File: src/rtl/rr_mux_arbiter.sv
// rr_mux_arbiter: round-robin grant of a 4:1 word mux to one consumer; `RR_MUX_ARBITER_LOCK_EN enables locked bursts.
// Latency: grant registered the cycle after req; one idle bubble follows every release.
// Backpressure: gnt/sel and the selected word hold while out_ready is low; accept strobes once per transfer.
module rr_mux_arbiter #(
  parameter int WIDTH     = 32,
  parameter int MAX_BEATS = 4
) (
  input  logic             clk,
  input  logic             rst_n,
  input  logic [3:0]       req,
  input  logic [3:0]       lock,
  input  logic [WIDTH-1:0] data0,
  input  logic [WIDTH-1:0] data1,
  input  logic [WIDTH-1:0] data2,
  input  logic [WIDTH-1:0] data3,
  input  logic             out_ready,
  output logic [3:0]       gnt,
  output logic [1:0]       sel,
  output logic             out_valid,
  output logic [WIDTH-1:0] out_data,
  output logic [3:0]       accept,
  output logic             busy
);

  typedef enum logic {IDLE, GRANT} state_t;

  state_t     state, state_nxt;
  logic [3:0] gnt_nxt;
  logic [1:0] sel_nxt;
  logic [1:0] ptr, ptr_nxt;
  logic [1:0] pick;
  logic       xfer;
  logic       last_beat;

  // First requester at or after ptr; descending scan lets the nearest one win.
  always_comb begin
    pick = ptr;
    for (int k = 3; k >= 0; k--) begin
      if (req[ptr + 2'(k)]) pick = ptr + 2'(k);
    end
  end

  always_comb begin
    case (sel)
      2'd0:    out_data = data0;
      2'd1:    out_data = data1;
      2'd2:    out_data = data2;
      default: out_data = data3;
    endcase
  end

  // A cycle with reset asserted never transfers, so an aborted word is not accepted.
  assign out_valid = rst_n & (|gnt) & req[sel];
  assign xfer      = out_valid & out_ready;
  assign accept    = gnt & {4{xfer}};
  assign busy      = (state == GRANT);

`ifdef RR_MUX_ARBITER_LOCK_EN
  localparam int BW = (MAX_BEATS > 1) ? $clog2(MAX_BEATS) : 1;
  logic [BW-1:0] beat_cnt, beat_nxt;

  assign last_beat = !lock[sel] || (int'(beat_cnt) + 1 == MAX_BEATS);
`else
  logic lock_unused;

  assign lock_unused = (^lock) ^ (MAX_BEATS < 1);
  assign last_beat   = 1'b1;
`endif

  always_comb begin
    state_nxt = state;
    gnt_nxt   = gnt;
    sel_nxt   = sel;
    ptr_nxt   = ptr;
`ifdef RR_MUX_ARBITER_LOCK_EN
    beat_nxt  = beat_cnt;
`endif
    case (state)
      IDLE: begin
        if (|req) begin
          gnt_nxt   = 4'b0001 << pick;
          sel_nxt   = pick;
          state_nxt = GRANT;
`ifdef RR_MUX_ARBITER_LOCK_EN
          beat_nxt  = '0;
`endif
        end
      end
      GRANT: begin
        if (xfer) begin
          if (last_beat) begin
            ptr_nxt   = sel + 2'd1;
            gnt_nxt   = 4'b0000;
            state_nxt = IDLE;
          end
`ifdef RR_MUX_ARBITER_LOCK_EN
          else begin
            beat_nxt = beat_cnt + BW'(1);
          end
`endif
        end else if (!req[sel]) begin
          // Withdrawn request: give up the grant without moving priority.
          gnt_nxt   = 4'b0000;
          state_nxt = IDLE;
        end
      end
      default: begin
        gnt_nxt   = 4'b0000;
        state_nxt = IDLE;
      end
    endcase
  end

  always_ff @(posedge clk) begin
    if (!rst_n) begin
      state    <= IDLE;
      gnt      <= 4'b0000;
      sel      <= 2'b00;
      ptr      <= 2'b00;
`ifdef RR_MUX_ARBITER_LOCK_EN
      beat_cnt <= '0;
`endif
    end else begin
      state    <= state_nxt;
      gnt      <= gnt_nxt;
      sel      <= sel_nxt;
      ptr      <= ptr_nxt;
`ifdef RR_MUX_ARBITER_LOCK_EN
      beat_cnt <= beat_nxt;
`endif
    end
  end

endmodule

File: config.mk
export PLATFORM = sky130hd
export DESIGN_NAME = rr_mux_arbiter
export DESIGN_NICKNAME = d
export VERILOG_FILES = /design/src/rtl/rr_mux_arbiter.sv
export SDC_FILE = /design/constraint.sdc
export NUM_CORES = 1
export LEC_CHECK = 0
export BUFFER_PORTS_ARGS = -buffer_cell sky130_fd_sc_hd__buf_2
export CORE_AREA = 2 2 72 74
export CTS_CLUSTER_SIZE = 24
export DETAILED_ROUTE_END_ITERATION = 10
export DIE_AREA = 0 0 74 76
export HOLD_SLACK_MARGIN = 0.08
export PLACE_DENSITY = 0.75
export SLEW_MARGIN = 5
export SYNTH_ARGS = -nofsm -noshare
export SYNTH_HDL_FRONTEND = slang
export SYNTH_SLANG_ARGS = --single-unit
File: constraint.sdc
create_clock -name clk -period 2.2 [get_ports clk]
set_input_delay 0.33 -clock clk [delete_from_list [all_inputs] [get_ports clk]]
set_output_delay 0.33 -clock clk [all_outputs]
set_load 0.05 [all_outputs]
==> impl_metrics.yaml <==
finish:
  fin_cells: 424
  diodes: 0
  drive_above_1_share_pct: 68.4
  nets: 498
  syn_to_final_growth_pct: 96.9
  final_util_pct: 56.1
clock_tree:
  clock_path_buffers: 2
  h-tree-depth: 1
  cts_tree: "done"
  cts_made_buffers: 3
  cts-root-buf: "clkbuf_8"
  worstSkewPairLatency_ps: 240
  hold_buffers: 0
  clock_sinks: 9
  clk_pin_slew_ps: 40
worst_hold_path:
  hold_depth: 2
  hold-path-endpoint: "ptr[1]$_SDFFE_PN0P_"
  min_from: "rst_n"
  hold_class: "primary input to flip-flop"
setup_path:
  r2r_setup_slack_ps: 550
  slowest_stage: "a222oi_1"
  crit_fanout: 10
  worstPathRequired_ps: 1870
  reg2reg_depth: 5
  cp_slowest_stage_delay_ps: 480
  crit_type: "flip-flop to primary output"
  crit_path_frequent_cell: "buf_6"
  r2r-start: "sel[1]$_SDFFE_PN0P_"
  end_kind: "primary output"
  path_cells: "inv_1 > ha_2 > buf_6 > a222oi_1 > mux2i_4 > buf_6"
  reg2reg_to: "ptr[1]$_SDFFE_PN0P_"
  cp_top_family: "compound AO/OA/AOI/OAI gates"
  critical_path_buf_inv_count: 3
  arrival_ps: 1810
  critPathLaunchType: "flip-flop"
logic_synthesis:
  synthArstFlopShare_pct: 0
  synth_warnings: 0
  synthTopCellsByCount: "inv_1 (36), mux2i_1 (33), a222oi_1 (32)"
  yosysSeqAreaShare_pct: 12.9
  ys.flop_type: "dfxtp_1"
  synthCells: 173
  synth_cell_type_count: 35
  synth_area_leaders: "mux2i_1 (24%), a222oi_1 (23%), dfxtp_1 (13%)"
  yosysMostFrequentCell: "inv_1"
  syn_avg_cell_area_um2: 8.09
  synth_top_cell_area_share_pct: 23.6
  syn_area_um2: 1400
  synth_area_leader_cell: "mux2i_1"
  synth-seq-cells: 9
  synthesis.nets: 316
  synth-edff-count: 0
timing:
  min_period_ps: 2140
  hold_viol: 0
  setup_viol: 0
  fmax_ghz: 0.468
  skew_ps: 0.858
  period_share_pct: 97.1
  finalSetupTns_ps: 0
  slew_violations: 0
  fin_ws_ps: 63.2
  worst_pin_slew_ps: 494
  slew_headroom_pct: 67.1
placement:
  dp_hpwl_um: 4750
  io_buffers: 178
  gp_congestion: 0.915
  pre_cts_slack_ps: 176
  dp.cells: 416
die:
  die_h_um: 76
  core_area_um2: 4910
  std_cell_rows: 26
  die_x_um: 74
  dieArea_um2: 5620
  io_pins: 183
  initial_core_util_pct: 28.5
pwr:
  p_per_area_nw_per_um2: 448
  total_power_w: 0.00123
  ir_drop_mv: 0.390
  p_leak_nw: 1.45
global_routing:
  grt_pass1_wl_um: 8650
  track_usage_pct: 19.2
  grt_pass1_vias: 1946
  gr-total-overflow: 0
  antenna_found_initial: 0
  grt_max_degree: 33
drt:
  vias: 2141
  wire_per_inst_um: 14.2
  drc: 0
  drt_iter0_drc: 145
  viasPerCell: 5.05
  final_antenna_net_count: 0
  dr.pass1.iters: 7
  drt-total-wl_um: 6010
job:
  max_cap_viol_count: 0
outcome:
  outcome: "complete, no violations"
-- report_power, final --
part	switching (W)	leakage [nW]	internal [W]
combinational	0.000526	1.35	0.000329
clock	0.0000691	0.0228	0.000127
sequential	0.0000109	0.0750	0.000172
-- state kept, by name (all words and copies together) (netlist names) --
signal / count
busy: 1
sel: 2
ptr: 2
gnt: 4
-- how the worst max path moves through the flow --
stage | slack (ps) | startpoint | depth (start not counted) | endpoint
2_1_floorplan | -100 | sel[1]$_SDFFE_PN0P_ | 4 | out_data[10]
3_3_place_gp | 220 | sel[0]$_SDFFE_PN0P_ | 6 | out_data[15]
3_5_place_dp | 180 | sel[0]$_SDFFE_PN0P_ | 6 | out_data[11]
4_1_cts | 1 | sel[0]$_SDFFE_PN0P_ | 6 | out_data[11]
5_1_grt | -9 | sel[0]$_SDFFE_PN0P_ | 6 | out_data[19]
6_report | 60 | sel[0]$_SDFFE_PN0P_ | 6 | out_data[19]
-- timing repair --
| action | in CTS | in global routing |
|---|---|---|
| pin swaps | 6 | 3 |
| resized for setup | 10 | 17 |
| setup endpoints to repair | 14 | 26 |
| setup buffers | 0 | 4 |
-- metal layers --
layer  vias to the layer above  share of wire [%]  wire [um]  GRT usage, %
met3                         7                9.6        578          4.37
li1                       1046                  -          -             -
met1                       969                 37       2240          22.3
met5                         -                  0          0             0
met4                         0               0.88         53          3.82
met2                       119                 52       3140          35.0
-- cell families after synthesis --
| family | after synthesis | synth area share [%] |
|---|---|---|
| flip-flops | 9 | 12.9 |
| AO/OA/AOI/OAI | 50 | 32.9 |
| multiplexers | 34 | 25.2 |
| AND/OR/NAND/NOR | 27 | 12.2 |
| adder cells (fa/ha/maj) | 4 | 3.58 |
| buffers and inverters | 49 | 13.2 |
-- area by class of cell --
cell class                      count  area [um2]
Clock buffer                        4        45.0
Multi-Input combinational cell    115        1220
Timing Repair Buffer              190        1080
Tap cell                           70        87.6
Fill cell                         449        2160
Inverter                           36         135
Sequential cell                     9         188
-- metrics by stage --
stage	instance area, um2	hold slack [ps]
floorplan	1570	472
global placement	2580	495
detailed placement	2580	505
CTS	2660	365
global route	2750	373
finish	2750	368
-- worst reg2reg max path, delay by kind of cell (launching register included) --
family / cells / cell delay [ps]
flops: 1 / 370
simple gates: 2 / 370
compound gates: 1 / 170
mux: 1 / 520
buf+inv: 1 / 110
-- layout by cell type (no fill, tap or decap), types with 4 or more instances in the layout --
cell type and count:
a21oi_1 4, a222oi_1 32, a32o_1 4, and2_1 4, buf_12 5, buf_2 172, buf_4 8, buf_6 5
dfxtp_1 7, inv_1 35, mux2i_2 25, mux2i_4 5, nand2_1 6
Note: power is estimated with default switching activity, not from simulation.
